--- src/rtl/serial_pkg.sv ---
// Shared definitions for the bit-serial two's-complement datapath:
// per-word mode encodings and the emit-stage state type.
package serial_pkg;

    localparam logic [1:0] MODE_PASS = 2'd0;
    localparam logic [1:0] MODE_NEG  = 2'd1;
    localparam logic [1:0] MODE_ABS  = 2'd2;
    localparam logic [1:0] MODE_RSVD = 2'd3;

    typedef enum logic {
        IDLE = 1'b0,
        EMIT = 1'b1
    } emit_state_t;

endpackage

--- src/rtl/serial_comp_cell.sv ---
// One-bit Mealy two's-complement cell: passes bits unchanged up to and
// including the first 1, then inverts the rest of the word when negating.
module serial_comp_cell (
    input  logic clk,
    input  logic rst_n,
    input  logic i_clr,
    input  logic i_en,
    input  logic i_neg,
    input  logic i_b,
    output logic o_y,
    output logic o_seen
);

    logic r_seen;
    logic w_seenEff;

    // A clear on the same cycle as the first bit makes that bit see a fresh word.
    assign w_seenEff = r_seen & ~i_clr;
    assign o_y       = (i_neg & w_seenEff) ? ~i_b : i_b;
    assign o_seen    = r_seen;

    always_ff @(posedge clk or negedge rst_n) begin
        if (!rst_n) begin
            r_seen <= 1'b0;
        end else if (i_en) begin
            r_seen <= w_seenEff | (i_neg & i_b);
        end else if (i_clr) begin
            r_seen <= 1'b0;
        end
    end

endmodule

--- src/rtl/serial_twos_neg.sv ---
// Bit-serial LSB-first PASS / NEG / ABS unit: captures a full word, then
// emits the result one registered bit per cycle with framing and overflow.
module serial_twos_neg
    import serial_pkg::*;
#(
    parameter int W = 8
) (
    input  logic       clk,
    input  logic       rst_n,
    input  logic       i_in_valid,
    input  logic       i_in_bit,
    input  logic [1:0] i_mode,
    output logic       o_out_valid,
    output logic       o_out_bit,
    output logic       o_out_last,
    output logic       o_ovf
);

    localparam int            CW   = $clog2(W);
    localparam logic [CW-1:0] LAST = CW'(W - 1);

    logic [CW-1:0] r_inCnt;
    logic [W-2:0]  r_cap;
    logic [1:0]    r_mode;
    logic [W-1:0]  r_emWord;
    logic          r_emNeg;
    emit_state_t   r_state;
    emit_state_t   w_nextState;
    logic [CW-1:0] r_outCnt;
    logic [CW-1:0] w_nextCnt;
    logic [CW-1:0] w_idx;

    logic [W-1:0]  w_word;
    logic          w_xfer;
    logic          w_neg;
    logic          w_cellB;
    logic          w_cellNeg;
    logic          w_cellClr;
    logic          w_cellEn;
    logic          w_cellY;
    logic          w_seen;
    logic          w_nextValid;
    logic          w_nextLast;
    logic          w_nextOvf;

    // The incoming bit completes the word on the transfer edge; sign arrives last.
    assign w_word = {i_in_bit, r_cap};
    assign w_xfer = i_in_valid && (r_inCnt == LAST);
    assign w_neg  = (r_mode == MODE_NEG) || ((r_mode == MODE_ABS) && i_in_bit);
    assign w_idx  = r_outCnt + 1'b1;

    always_ff @(posedge clk or negedge rst_n) begin
        if (!rst_n) begin
            r_inCnt <= '0;
            r_cap   <= '0;
            r_mode  <= MODE_PASS;
        end else if (i_in_valid) begin
            r_cap   <= w_word[W-1:1];
            r_inCnt <= w_xfer ? '0 : r_inCnt + 1'b1;
            if (r_inCnt == '0) begin
                r_mode <= i_mode;
            end
        end
    end

    always_ff @(posedge clk or negedge rst_n) begin
        if (!rst_n) begin
            r_emWord <= '0;
            r_emNeg  <= 1'b0;
        end else if (w_xfer) begin
            r_emWord <= w_word;
            r_emNeg  <= w_neg;
        end
    end

    always_ff @(posedge clk or negedge rst_n) begin
        if (!rst_n) begin
            r_state  <= IDLE;
            r_outCnt <= '0;
        end else begin
            r_state  <= w_nextState;
            r_outCnt <= w_nextCnt;
        end
    end

    // The cell works one bit ahead so every result bit can be registered.
    always_comb begin
        w_nextState = IDLE;
        w_nextCnt   = '0;
        w_cellB     = 1'b0;
        w_cellNeg   = 1'b0;
        w_cellClr   = 1'b0;
        w_cellEn    = 1'b0;
        w_nextValid = 1'b0;
        w_nextLast  = 1'b0;
        w_nextOvf   = 1'b0;
        if (w_xfer) begin
            w_nextState = EMIT;
            w_cellB     = w_word[0];
            w_cellNeg   = w_neg;
            w_cellClr   = 1'b1;
            w_cellEn    = 1'b1;
            w_nextValid = 1'b1;
        end else if ((r_state == EMIT) && (r_outCnt != LAST)) begin
            w_nextState = EMIT;
            w_nextCnt   = w_idx;
            w_cellB     = r_emWord[w_idx];
            w_cellNeg   = r_emNeg;
            w_cellEn    = 1'b1;
            w_nextValid = 1'b1;
            w_nextLast  = (w_idx == LAST);
            w_nextOvf   = w_nextLast & r_emNeg & ~w_seen & r_emWord[w_idx];
        end
    end

    serial_comp_cell u_cell (
        .clk    (clk),
        .rst_n  (rst_n),
        .i_clr  (w_cellClr),
        .i_en   (w_cellEn),
        .i_neg  (w_cellNeg),
        .i_b    (w_cellB),
        .o_y    (w_cellY),
        .o_seen (w_seen)
    );

    always_ff @(posedge clk or negedge rst_n) begin
        if (!rst_n) begin
            o_out_valid <= 1'b0;
            o_out_bit   <= 1'b0;
            o_out_last  <= 1'b0;
            o_ovf       <= 1'b0;
        end else begin
            o_out_valid <= w_nextValid;
            o_out_bit   <= w_nextValid & w_cellY;
            o_out_last  <= w_nextLast;
            o_ovf       <= w_nextOvf;
        end
    end

endmodule

--- config.mk ---
export PLATFORM = sky130hd
export DESIGN_NAME = serial_twos_neg
export DESIGN_NICKNAME = d
export VERILOG_FILES = /design/src/rtl/serial_pkg.sv /design/src/rtl/serial_comp_cell.sv /design/src/rtl/serial_twos_neg.sv
export SDC_FILE = /design/constraint.sdc
export NUM_CORES = 1
export LEC_CHECK = 0
export ABC_CLOCK_PERIOD_IN_PS = 2350
export BUFFER_PORTS_ARGS = -buffer_cell sky130_fd_sc_hd__buf_2
export CELL_PAD_IN_SITES_DETAIL_PLACEMENT = 0
export CELL_PAD_IN_SITES_GLOBAL_PLACEMENT = 1
export CORE_ASPECT_RATIO = 1.4
export CORE_UTILIZATION = 47
export DETAILED_ROUTE_END_ITERATION = 8
export GPL_TIMING_DRIVEN = 0
export PLACE_DENSITY = 0.82
export SLEW_MARGIN = 20
export SYNTH_ARGS = -nofsm -noshare
export SYNTH_HDL_FRONTEND = slang
export SYNTH_SLANG_ARGS = --single-unit
--- constraint.sdc ---
create_clock -name clk -period 2.35 [get_ports clk]
set_input_delay 0.47 -clock clk [delete_from_list [all_inputs] [get_ports clk]]
set_output_delay 0.47 -clock clk [all_outputs]
set_load 0.05 [all_outputs]
Word-level counts from Yosys, hierarchy flattened
Index checks and enable logic that the tools add are counted. W data, S select, Z words.

Add/sub/neg operators: 2. $lt $le $gt $ge: 1. Equal/unequal tests: 5. Mux-type cells: 19. Bitwise logic cells: 11. Reductions and logical operators: 7.

Operators with widths (number): $mux W1 (15); $mux W3 (3); $and A1 B1 Y1 (7); $add A3 B1 Y3 const B (2); $eq A3 B3 Y1 const B (2); $lt A3 B4 Y1 const B (1); $bmux W1 S3 (1); $logic_and A1 B1 Y1 (3); $logic_not A3 Y1 (1); $ne A3 B3 Y1 const B (1); $not A1 Y1 (3); $eq A2 B1 Y1 const B (1); $eq A2 B2 Y1 const B (1); $reduce_and A2 Y1 (1); $reduce_bool A2 Y1 (1); $logic_or A1 B1 Y1 (1); $or A1 B1 Y1 (1).

Bits in registers: 29. Bits of input ports: 6. Output and inout port bits: 4. Word-level logic and storage cells: 56.

Logic depth before layout (Yosys ltp)
Word-level depth: 8. Mapped depth: 6. Depth with buffers taken out: 6.

Hierarchy
Synthesis repeated with hierarchy kept, for this count alone.

Cells, all modules: 103. Area total of the unflattened synthesis: 1303.8 um2.

By module, submodules not included: serial_twos_neg (instances 1, cells an instance 97, area each 1248.7 um2); serial_comp_cell (instances 1, cells an instance 6, area each 55.1 um2).

Worst setup path before layout
Ideal clock, no wire load.

Kind: flip-flop to flip-flop. Start: reg r_outCnt[0]. End: reg o_out_bit. Setup time: 0.123 ns. Arrival: 1.864 ns. Slack: 0.363 ns. Stages on the path, launching flop included: 7. Period minus slack after synthesis: 1.987 ns. Path through: dfrtp_1 > ha_1 > ha_1 > mux4_1 > mux2i_2 > xnor2_1 > o21ai_1.

Cells in the longest elaborated chain, start to end: 8.

RTL lines: from (decl) (RTL line serial_twos_neg.sv:29) `logic [CW-1:0] r_outCnt;`; from (signal assigned) (RTL line serial_twos_neg.sv:82) `r_outCnt <= w_nextCnt;`; $add A3 B1 Y3 (RTL line serial_twos_neg.sv:50) `assign w_idx = r_outCnt + 1'b1;`; $bmux W1 S3 (RTL line serial_twos_neg.sv:107) `w_cellB = r_emWord[w_idx];`; $mux W1 (implied by the code) (RTL line serial_twos_neg.sv:107); $mux W1 (RTL line serial_twos_neg.sv:104) `end else if ((r_state == EMIT) && (r_outCnt != LAST)) begin`; $mux W1 (RTL line serial_twos_neg.sv:97) `if (w_xfer) begin`; $not A1 Y1 (RTL line serial_comp_cell.sv:19) `assign o_y = (i_neg & w_seenEff) ? ~i_b : i_b;`; $mux W1 (RTL line serial_comp_cell.sv:19); $and A1 B1 Y1 (*) (RTL line serial_twos_neg.sv:135) `o_out_bit <= w_nextValid & w_cellY;`; to (signal assigned) (RTL line serial_twos_neg.sv:135); to (decl) (RTL line serial_twos_neg.sv:14) `output logic o_out_bit,`.

Mark *: on every way between the ends. The rest lies on a longest branch, timed or not. The select of a mux whose other input is x is not followed. A chain may end at the register's enable or synchronous reset.

Final worst setup path
Start: reg r_outCnt[0]. End: reg u_cell.r_seen (netlist: u_cell.o_seen).

Cells in the longest elaborated chain, start to end: 8.

RTL lines: $add A3 B1 Y3 (RTL line serial_twos_neg.sv:50); $bmux W1 S3 (RTL line serial_twos_neg.sv:107); $mux W1 (implied by the code) (RTL line serial_twos_neg.sv:107); $mux W1 (RTL line serial_twos_neg.sv:104); $mux W1 (RTL line serial_twos_neg.sv:97); $and A1 B1 Y1 (RTL line serial_comp_cell.sv:26) `r_seen <= w_seenEff | (i_neg & i_b);`; $or A1 B1 Y1 (RTL line serial_comp_cell.sv:26); $mux W1 (RTL line serial_comp_cell.sv:25) `end else if (i_en) begin`; to (signal assigned) (RTL line serial_comp_cell.sv:26); to (decl) (RTL line serial_comp_cell.sv:14) `logic r_seen;`.

Several ways; a longest one is shown, not always the timed one. The select of a mux whose other input is x is not followed.

==> run summary <==
STATUS
--------------------------------------------------------------------------------
Outcome                                                             finished, final reports clean

GRT
--------------------------------------------------------------------------------
Global Route Usage Sum                                                     18.3%
GRT overflow                                                                   0
Number of global-route vias before repair                                    766
Number of antenna violations at the first check in global routing              0
Largest net degree at the start of global routing                             30
Global-route wire length before repair                                   3.62 mm

FINISH
--------------------------------------------------------------------------------
Area growth from synthesis to layout                                       10.5%
Antenna cell count                                                             0
Fraction of layout cells with a size suffix above 1                        35.4%
Sequential standard cell area                                            726 µm²
Multi-input gate area in the final layout                                523 µm²
Fillcell total                                                               239
Net count of the finished layout                                             124

WORST SETUP PATH
--------------------------------------------------------------------------------
Setup crit end kind                                                         flop
CP most frequent cell                                                       ha_1
Cell with the largest stage delay on the worst path                       mux4_1
Buffers plus inverters on the worst setup path                                 0
Largest stage delay on the critical path                                 0.58 ns
Critical-path cell list                                             ha_1 -> ha_1 -> mux4_1 -> mux2i_2 -> o31a_2 -> a21oi_1
CP required                                                              2.56 ns
Crit path arrival time                                                   2.32 ns
Gate family responsible for the most delay along the worst path     multiplexers
Critical Setup Path Class                                           flop to flop
Startpoint type of the worst setup path                                     flop
Worst Path Max Fanout                                                          4

LOGIC SYNTHESIS
--------------------------------------------------------------------------------
Commonest register cell after synthesis                                  dfrtp_1
Number of warnings printed during yosys synthesis                              0
Seq cells post-synth                                                          29
Ranking of synthesized cells by area                                dfrtp_1 56%, mux2_2 13%, ha_1 5.8%, mux4_1 4.0%, nand2_1 2.3%
Post-synth design cell area                                             1300 µm²
Yosys top cell area share                                                  55.9%
Avg Inst Size Synth                                                     13.4 µm²
Syn nets                                                                     109
Share of synthesized registers carrying an async set or reset               100%
Cells after synthesis                                                         97
Top cells by instance count after synthesis                         29 x dfrtp_1, 15 x mux2_2, 8 x nand2_1
Part of the Yosys area used for sequential elements                        55.9%
Cell accounting for the most synthesized area                            dfrtp_1
Number of enable-type register cells in the synthesized netlist                0
Unique masters post-synth                                                     26
Top-count cell post-synth                                                dfrtp_1

POWER
--------------------------------------------------------------------------------
Peak VDD IR                                                             0.651 mV
Power per unit of standard cell area                                 1190 nW/µm²
Overall power consumption                                                1.71 mW
LEAKAGE                                                                 0.704 nW

CLOCKING
--------------------------------------------------------------------------------
Longest Clk Path Bufs                                                          2
Clk slew on worst S/H paths                                              0.09 ns
Post-CTS Resized                                                               0
Insertion delay to the later sink of the worst-skew pair                 0.34 ns
Number of sinks handled by clock tree synthesis                               29
H-tree depth                                                                   2
Quantity of hold-fixing buffers added after cts                                0
Master cell of the clock root buffer                                    clkbuf_4
Number of buffers inserted by post-CTS setup repair                            0
Clock buffer count from CTS                                                    5
Clock tree from TritonCTS                                                  built

FLOORPLANNING
--------------------------------------------------------------------------------
Core Region                                                             2620 µm²
Die height                                                               64.2 µm
Initial core utilization                                                   49.7%
Top-level I/O count                                                           10
Die Width                                                                46.4 µm
Std cell rows                                                                 22
Area of the die                                                         2980 µm²

TIMING
--------------------------------------------------------------------------------
Minimum clock period after layout                                        2.11 ns
Fin. Hold Viols                                                                0
Number of pins exceeding their max-slew limit in the final report              0
Pin slew with the least headroom to its limit                           0.631 ns
Setup repair after global routing missed its margin                           no
Maximum operating frequency                                              474 MHz
Period utilization                                                         89.8%
Skew final                                                             0.0108 ns
Endpoints failing setup                                                        0
Total negative slack for setup checks                                       0 ns
Worst rel slew slack                                                       58.0%

PLACED DESIGN
--------------------------------------------------------------------------------
Final GP Congestion                                                        0.762
Detailed Place HPWL                                                      1.50 mm
Total of buffers placed on input and output ports                              8

ROUTING
--------------------------------------------------------------------------------
Routed wire length                                                       2.08 mm
Vias                                                                         772
Number of DRC markers in iteration 0                                           5
Mean routed wirelength per cell                                          14.0 µm
Number of routed nets with antenna violations                                  0
Number of detailed-route iterations in the first pass                          4
Detailed-route vias per instance                                            5.18
DRC violations left                                                            0

JOB
--------------------------------------------------------------------------------
Max_cap viols                                                                  0

HOLD PATH
--------------------------------------------------------------------------------
Worst Hold Class                                                    primary input to asynchronous set/reset pin

-- layout by cell type (no fill, tap or decap) --
cell type	instances
a21oi_1	2
and2_2	1
and3_2	1
and4_1	1
buf_2	10
clkbuf_1	1
clkbuf_4	5
clkbuf_8	1
clkinv_2	2
dfrtp_1	29
ha_1	6
inv_1	7
mux2_2	15
mux2i_1	1
mux2i_2	1
mux4_1	2
mux4_2	1
nand2_1	8
nand2b_1	1
nand3_1	2
nand3b_1	2
nor2_1	3
nor2b_1	1
o21ai_0	5
o21ai_1	1
o21ba_2	1
o31a_2	1
or2b_2	1
xnor2_1	1
-- stage by stage --
step	worst slack (ns)	utilization (%)	instance area [µm²]	hold slack [ns]	cells
after floorplan	0.363	-	1300	0.174	97
after global placement	0.272	52.9	1380	0.454	141
after detailed placement	0.229	52.9	1380	0.473	141
after CTS	0.222	54.9	1440	0.150	149
after global routing	0.121	54.9	1440	0.172	149
final	0.239	54.9	1440	0.140	149
-- layout make-up --
cell class	count	area share, %
multi-input combinational	58	36.4
clock buffer	6	2.88
inverter	7	1.83
clock inverter	2	0.697
sequential	29	50.6
tap	36	3.14
buffer	3	1.66
timing repair buffer	8	2.79
-- worst reg2reg max path: stages (launching register included) --
cell	delay, ns
dfrtp_1	0.43
ha_1	0.22
ha_1	0.35
mux4_1	0.58
mux2i_2	0.21
o31a_2	0.15
a21oi_1	0.06
-- state kept, by name, summed over array words and instances (netlist names), 2 cells and up --
register  cells
r_cap         7
r_emWord      8
r_mode        2
r_outCnt      3
r_inCnt       3
-- cell families (layout without fill, tap and decap cells) --
| family | count (synthesis) | in the layout | share of synthesized area, % |
|---|---|---|---|
| flip-flops | 29 | 29 | 55.9 |
| AND/OR/NAND/NOR | 21 | 21 | 8.58 |
| multiplexers | 20 | 20 | 20.6 |
| AO/OA/AOI/OAI | 10 | 10 | 4.62 |
| buffers and inverters | 10 | 26 | 3.85 |
| adder cells (fa/ha/maj) | 6 | 6 | 5.78 |
| XOR/XNOR | 1 | 1 | 0.674 |
-- path summary, 6_finish.rpt --
check,startpoint,endpoint,slack (ns),depth (start not counted)
setup / recovery,r_outCnt[0],u_cell.o_seen,0.24,6
hold / removal,rst_n,o_out_bit,0.14,1
setup reg to reg,r_outCnt[0],u_cell.o_seen,0.24,6
hold reg to reg,r_emWord[0],r_emWord[0],0.50,2
max in group asynchronous,rst_n,r_cap[3],1.79,1
min in group clk,i_mode[0],r_mode[0],0.36,2
-- routing by layer --
layer	wire length, µm	vias up	GRT usage (%)
met5	0	-	0
met4	70	0	11.0
met3	90	7	7.63
met2	1120	20	29.3
met1	808	378	18.8
li1	-	367	-
-- power by group --
group / switching [mW] / internal (mW)
Combinational: 0.297 / 0.325
Sequential: 0.118 / 0.684
Clock: 0.170 / 0.114
Power figures use the tool's default switching activity.
